## src/rtl/fetch_ctrl.sv

```systemverilog
// rtl/fetch_ctrl.sv - instruction fetch PC sequencer and IF/ID register with halt detection
//
// Ports:
//   CLK          in   1   pipeline clock, rising edge
//   Reset        in   1   asynchronous active-high reset
//   stall        in   1   load-use hold from hazard unit
//   redirect     in   1   taken branch/jal resolved in EX
//   redirect_pc  in  32   redirect target (low two bits ignored)
//   instr        in  32   instruction memory data for curPC
//   curPC        out 32   fetch address
//   id_pc        out 32   PC of instruction in IF/ID
//   id_instr     out 32   instruction in IF/ID
//   id_valid     out  1   IF/ID holds a real instruction
//   halted       out  1   fetch is in the HALT state
module fetch_ctrl #(
    parameter logic [31:0] NOP        = 32'h0000_0013,
    parameter logic [31:0] HALT_INSTR = 32'h0000_0063
) (
    input  logic        CLK,
    input  logic        Reset,
    input  logic        stall,
    input  logic        redirect,
    input  logic [31:0] redirect_pc,
    input  logic [31:0] instr,
    output logic [31:0] curPC,
    output logic [31:0] id_pc,
    output logic [31:0] id_instr,
    output logic        id_valid,
    output logic        halted
);

    typedef enum logic {
        FETCH = 1'b0,
        HALT  = 1'b1
    } state_t;

    state_t      state_q, state_d;
    logic [31:0] pc_q, pc_d;
    logic [31:0] id_pc_q, id_pc_d;
    logic [31:0] id_instr_q, id_instr_d;
    logic        id_valid_q, id_valid_d;

    always_ff @(posedge CLK or posedge Reset) begin
        if (Reset) begin
            state_q    <= FETCH;
            pc_q       <= 32'h0;
            id_pc_q    <= 32'h0;
            id_instr_q <= NOP;
            id_valid_q <= 1'b0;
        end else begin
            state_q    <= state_d;
            pc_q       <= pc_d;
            id_pc_q    <= id_pc_d;
            id_instr_q <= id_instr_d;
            id_valid_q <= id_valid_d;
        end
    end

    // Priority: redirect > stall > halt detection > normal fetch.
    // Defaults hold everything, which is exactly the stall behaviour.
    always_comb begin
        state_d    = state_q;
        pc_d       = pc_q;
        id_pc_d    = id_pc_q;
        id_instr_d = id_instr_q;
        id_valid_d = id_valid_q;

        if (redirect) begin
            // Redirect also cancels a HALT entered on a wrong path.
            state_d    = FETCH;
            pc_d       = {redirect_pc[31:2], 2'b00};
            id_pc_d    = 32'h0;
            id_instr_d = NOP;
            id_valid_d = 1'b0;
        end else if (!stall) begin
            unique case (state_q)
                FETCH: begin
                    id_instr_d = instr;
                    id_pc_d    = pc_q;
                    id_valid_d = 1'b1;
                    if (instr == HALT_INSTR) begin
                        // The halt instruction itself retires into IF/ID; the
                        // PC stays on it so the halt point is observable.
                        state_d = HALT;
                    end else begin
                        pc_d = pc_q + 32'd4;  // wraps modulo 2^32
                    end
                end
                HALT: begin
                    id_pc_d    = 32'h0;
                    id_instr_d = NOP;
                    id_valid_d = 1'b0;
                end
                default: begin
                    state_d = FETCH;
                end
            endcase
        end
    end

    assign curPC    = pc_q;
    assign id_pc    = id_pc_q;
    assign id_instr = id_instr_q;
    assign id_valid = id_valid_q;
    assign halted   = (state_q == HALT);

endmodule

```

## config.mk

```make
export PLATFORM = sky130hd
export DESIGN_NAME = fetch_ctrl
export DESIGN_NICKNAME = d
export VERILOG_FILES = /design/src/rtl/fetch_ctrl.sv
export SDC_FILE = /design/constraint.sdc
export NUM_CORES = 1
export LEC_CHECK = 0
export CAP_MARGIN = 10
export CORE_ASPECT_RATIO = 0.9
export CORE_MARGIN = 2
export CORE_UTILIZATION = 44
export DETAILED_ROUTE_END_ITERATION = 10
export PLACE_DENSITY_LB_ADDON = 0.3
export SLEW_MARGIN = 20
export SYNTH_ARGS = -nofsm -noshare
export SYNTH_HDL_FRONTEND = slang
export SYNTH_SLANG_ARGS = --single-unit
```

## constraint.sdc

```tcl
create_clock -name CLK -period 4.1 [get_ports CLK]
set_clock_uncertainty 0.05 [all_clocks]
set_input_delay 0.615 -clock CLK [delete_from_list [all_inputs] [get_ports CLK]]
set_output_delay 0.615 -clock CLK [all_outputs]
set_load 0.02 [all_outputs]
```

After elaboration in Yosys (flattened, before gate mapping) --
Cells that the tools add are included.
Word-level totals: bits in registers 98, latch bits 0, memory bits (writable) 0, ROM bits 0, output and inout bits 98, word-level logic and storage cells 29, memories kept 0
Cells by class: $add $sub $neg 1, multipliers 0, divide/modulo/power cells 0, magnitude comparators 0, eq/ne operators 4, shift operators 0, mux-type cells 17, bitwise operators 1, reductions and logical operators 1
Operators with widths (number):
- $mux W32 | 8
- $pmux W32 S2 | 2
- $add A32 B3 Y32 const B | 1
- $eq A32 B7 Y1 const B | 1
- $mux W1 | 6
- $ne A2 B2 Y1 const B | 2
- $reduce_and A3 Y1 | 1
- $ne A2 B1 Y1 const B | 1
- $pmux W1 S2 | 1
- $not A1 Y1 | 1

Logic depth before layout (Yosys ltp) --
word-level depth 5, depth in mapped cells 7, mapped depth without buffers 6

Least setup slack after synthesis --
Ideal clock, no wire load.
path type input-to-reg, start point in instr[11], end point reg pc_q[28], in the netlist curPC[28], setup time 0.133 ns, arrival 1.909 ns, data required time 3.917 ns, setup slack 2.008 ns, stages 7, buffers on the path 2, cell sequence nor4_1 nand4_1 clkbuf_1 clkbuf_1 o2111ai_1 xor2_1 o21ai_0
On the way: longest elaborated chain between the ends 3
Ends and longest elaborated chain:
- start, declared | RTL line 24 | input logic [31:0] instr,
- $eq A32 B7 Y1 | RTL line 81 | if (instr == HALT_INSTR) begin
- $ne A2 B2 Y1 (no source line)
- $reduce_and A3 Y1 (no source line)
- end signal, assigned | RTL line 52 | pc_q <= pc_d;
- end, declared | RTL line 38 | logic [31:0] pc_q, pc_d;
Every way passes these cells. A chain may end at the register's enable or synchronous reset.

Worst setup path after layout --
start point in instr[6], end point reg pc_q[21], in the netlist curPC[21]
Same word-level chain as after synthesis.

==> flow_metrics.py <==
metrics = {
    "global_routing": {
        "grt_max_degree": 64,
        "overflow": 0,
        "grt_usage_pct": 24.21,
        "grt_pass1_vias": 3687,
        "grt_pass1_wl_mm": 19.61,
        "antenna_found_initial": 0,
    },
    "worst_setup_path": {
        "crit_path_start_kind": "primary input",
        "endpoint_kind": "flop",
        "crit_cells": 7,
        "path_cells": "clkdlybuf4s50_1 -> nor4bb_1 -> nand4_1 -> buf_4 -> o21ai_1 -> o21ai_0 -> a31oi_1",
        "crit_slowest_cell": "o21ai_1",
        "crit_arrival_ns": 3.12,
        "worst-setup-path-type": "primary input to flop",
        "cp_top_family": "compound AO/OA/AOI/OAI gates",
        "reg2reg_depth": 5,
        "critical_path_required_ns": 4.33,
        "cpPeakStageDelay_ns": 0.72,
        "worst-path-buf-inv": 2,
        "critical_path.max_fanout": 22,
    },
    "detailed_routing": {
        "vias_per_cell": 5.668,
        "routed-wl-met3_um": 826,
        "drcViolationCount": 0,
        "drt_iter0_markers": 198,
        "ant_nets": 0,
        "wl_mm": 12.04,
        "drt_pre_antenna_iters": 5,
        "wl_met1_mm": 5.243,
        "routedWlPerCell_um": 18.75,
        "routed-wl-met2_mm": 5.713,
        "top_layer": "met4",
        "num_vias": 3639,
    },
    "floorplan": {
        "fp-row-count": 33,
        "initial_core_util_pct": 45.74,
        "core_area_um2": 9208,
        "die-width_um": 107.1,
        "die_area_um2": 10370,
        "ios": 166,
        "die_y_um": 96.82,
    },
    "finish": {
        "synthToLayoutAreaGrowth_pct": 45.40,
        "n_antenna_cell": 0,
        "utilization_pct": 66.50,
        "mostFrequentLayoutCells": "clkdlybuf4s50_1 (161), dfrtp_1 (92), a22o_1 (57)",
        "final_common_cell": "clkdlybuf4s50_1",
        "final_nets": 585,
        "drive_above_1_share_pct": 8.269,
    },
    "min_path": {
        "hp-class": "flop to flop",
        "whs_path_depth": 2,
    },
    "logic_synthesis": {
        "synth.distinct_cells": 44,
        "ys_seq_area_share_pct": 56.54,
        "ys_ff_latch": 95,
        "synth_edf_count": 0,
        "async_reset_ff_share_pct": 100.0,
        "synth.cell_area_um2": 4212,
        "ys.flop_type": "dfrtp_1",
        "avgSynthCellArea_um2": 11.63,
        "syn_inst": 362,
        "yosysWarnings": 0,
    },
    "cts": {
        "clock_path_buffers": 2,
        "cts_tree": "built",
        "cts_buffers": 9,
        "cts_htree_levels": 3,
        "clock_sinks": 95,
        "hold_buffers": 0,
        "clockRootBuffer": "clkbuf_8",
        "cts_setup_buffers": 0,
        "clk_pin_slew_ns": 0.09,
        "cts_resized": 0,
        "clock_latency_ns": 0.36,
    },
    "timing": {
        "rsz0062_at_grt": "no",
        "clock.fmax_mhz": 346.5,
        "slew_violations": 0,
        "hold_viol": 0,
        "setup_slack_ns": 1.214,
        "relSlewSlack_pct": 41.11,
        "setup_tns_ns": 0,
        "timing.final.crit_share_pct": 70.40,
        "setup_violations": 0,
        "min_period_ns": 2.886,
        "tightest_slew_ns": 0.8775,
    },
    "placement": {
        "dp_slack_ns": 0.9269,
        "io_buffers": 161,
        "place_congestion": 0.8137,
        "dp_hpwl_mm": 8.268,
    },
    "power_and_ir_drop": {
        "finalPower_mw": 2.145,
        "p_clk_share_pct": 28.5,
        "p_per_area_nw_per_um2": 350.3,
        "leakagePower_nw": 2.515,
        "p_seq_share_pct": 50.2,
        "swShare_pct": 29.38,
        "ir_drop_mv": 0.1977,
        "power.switching_uw": 630.3,
        "p_comb_share_pct": 21.3,
        "intPower_mw": 1.515,
    },
    "status": {
        "status": "complete, no violations",
    },
    "run": {
        "cap_violations": 0,
    },
}
-- layout make-up --
class	instances	area, um^2
Inverter	3	13.76
Tap cell	122	152.6
Clock buffer	10	127.6
Fill cell	720	3084
Sequential cell	95	2381
Multi-Input combinational cell	238	1718
Timing Repair Buffer	169	1672
Clock inverter	5	58.81
-- path summary, 6_finish.rpt --
path	endpoint	slack [ns]	from
min in group asynchronous	id_pc[1]$_DFFE_PP0N_	0.72	Reset
max in group asynchronous	curPC[4]$_DFFE_PP0P_	2.55	Reset
worst min-delay path	id_valid$_DFFE_PP0N_	0.43	id_valid$_DFFE_PP0N_
worst max-delay path	curPC[21]$_DFFE_PP0P_	1.21	instr[6]
worst min register to register	id_valid$_DFFE_PP0N_	0.43	id_valid$_DFFE_PP0N_
worst max register to register	curPC[23]$_DFFE_PP0P_	1.91	curPC[2]$_DFFE_PP0P_
-- cells by family (layout without fill, tap and decap cells) --
family	after synthesis	in the layout	synth area share, %
muxes	5	5	1.248
xor gates and xnor gates	20	20	4.159
DFF	95	95	56.54
and+or+nand+nor	93	93	13.28
other	1	2	0.08904
adders and majority gates	1	1	0.2970
AOI/OAI and AO/OA	117	117	21.33
buffers and inverters	30	187	3.060
-- tightest hold or removal path, delay by kind of cell, from the launching register on --
kind | cells | cell delay, ns
DFF | 1 | 0.35
and+or+nand+nor | 2 | 0.10
-- routing by layer --
metal  global-route usage, %  vias up
met4                   7.992        0
met2                   38.41      134
li1                        -     1681
met5                       0        -
met3                   4.919       18
met1                   33.22     1806
-- cell usage after synthesis, types with 3 or more instances --
cell       instances  area (um^2)
dfrtp_1           92         2302
a22o_1            57        499.2
nand2_1           29        108.9
o21ai_0           24        120.1
clkbuf_1          21        78.83
xor2_1            18        157.7
nor2_1            15        56.30
o2111ai_1         12        105.1
a31oi_1            7        43.79
nand3_1            7        35.03
nor4_1             7        43.79
o211ai_1           7        52.55
and2_1             4        25.02
and3_1             4        25.02
nand4_1            4        25.02
or3_1              4        25.02
buf_4              3        22.52
dfstp_2            3        78.83
mux2i_1            3        30.03
nor4_4             3        63.81
o22a_1             3        26.28
o31ai_1            3        22.52
or4_1              3        22.52
-- power by group through the flow --
stage	clock network (mW)	logic, mW	registers (mW)
finish	0.612	0.456	1.08
global route	0.670	0.487	1.09
CTS	0.628	0.460	1.08
detailed placement	0	0.458	1.09
global placement	0	0.451	1.09
floorplan	0	0.134	1.16
-- metrics by stage --
stage,cells,cell area (um^2),hold slack (ns)
6_report,642,6123,0.4349
5_1_grt,642,6123,0.4664
4_1_cts,642,6123,0.4355
3_5_place_dp,627,5937,0.4189
3_3_place_gp,627,5937,0.4129
2_1_floorplan,363,4215,0.4962
-- registers in the layout, summed over array words and instances, names as in the netlist --
signal	cells
curPC	30
halted	1
id_instr	32
id_pc	31
id_valid	1
(Power assumes the default switching activity.)
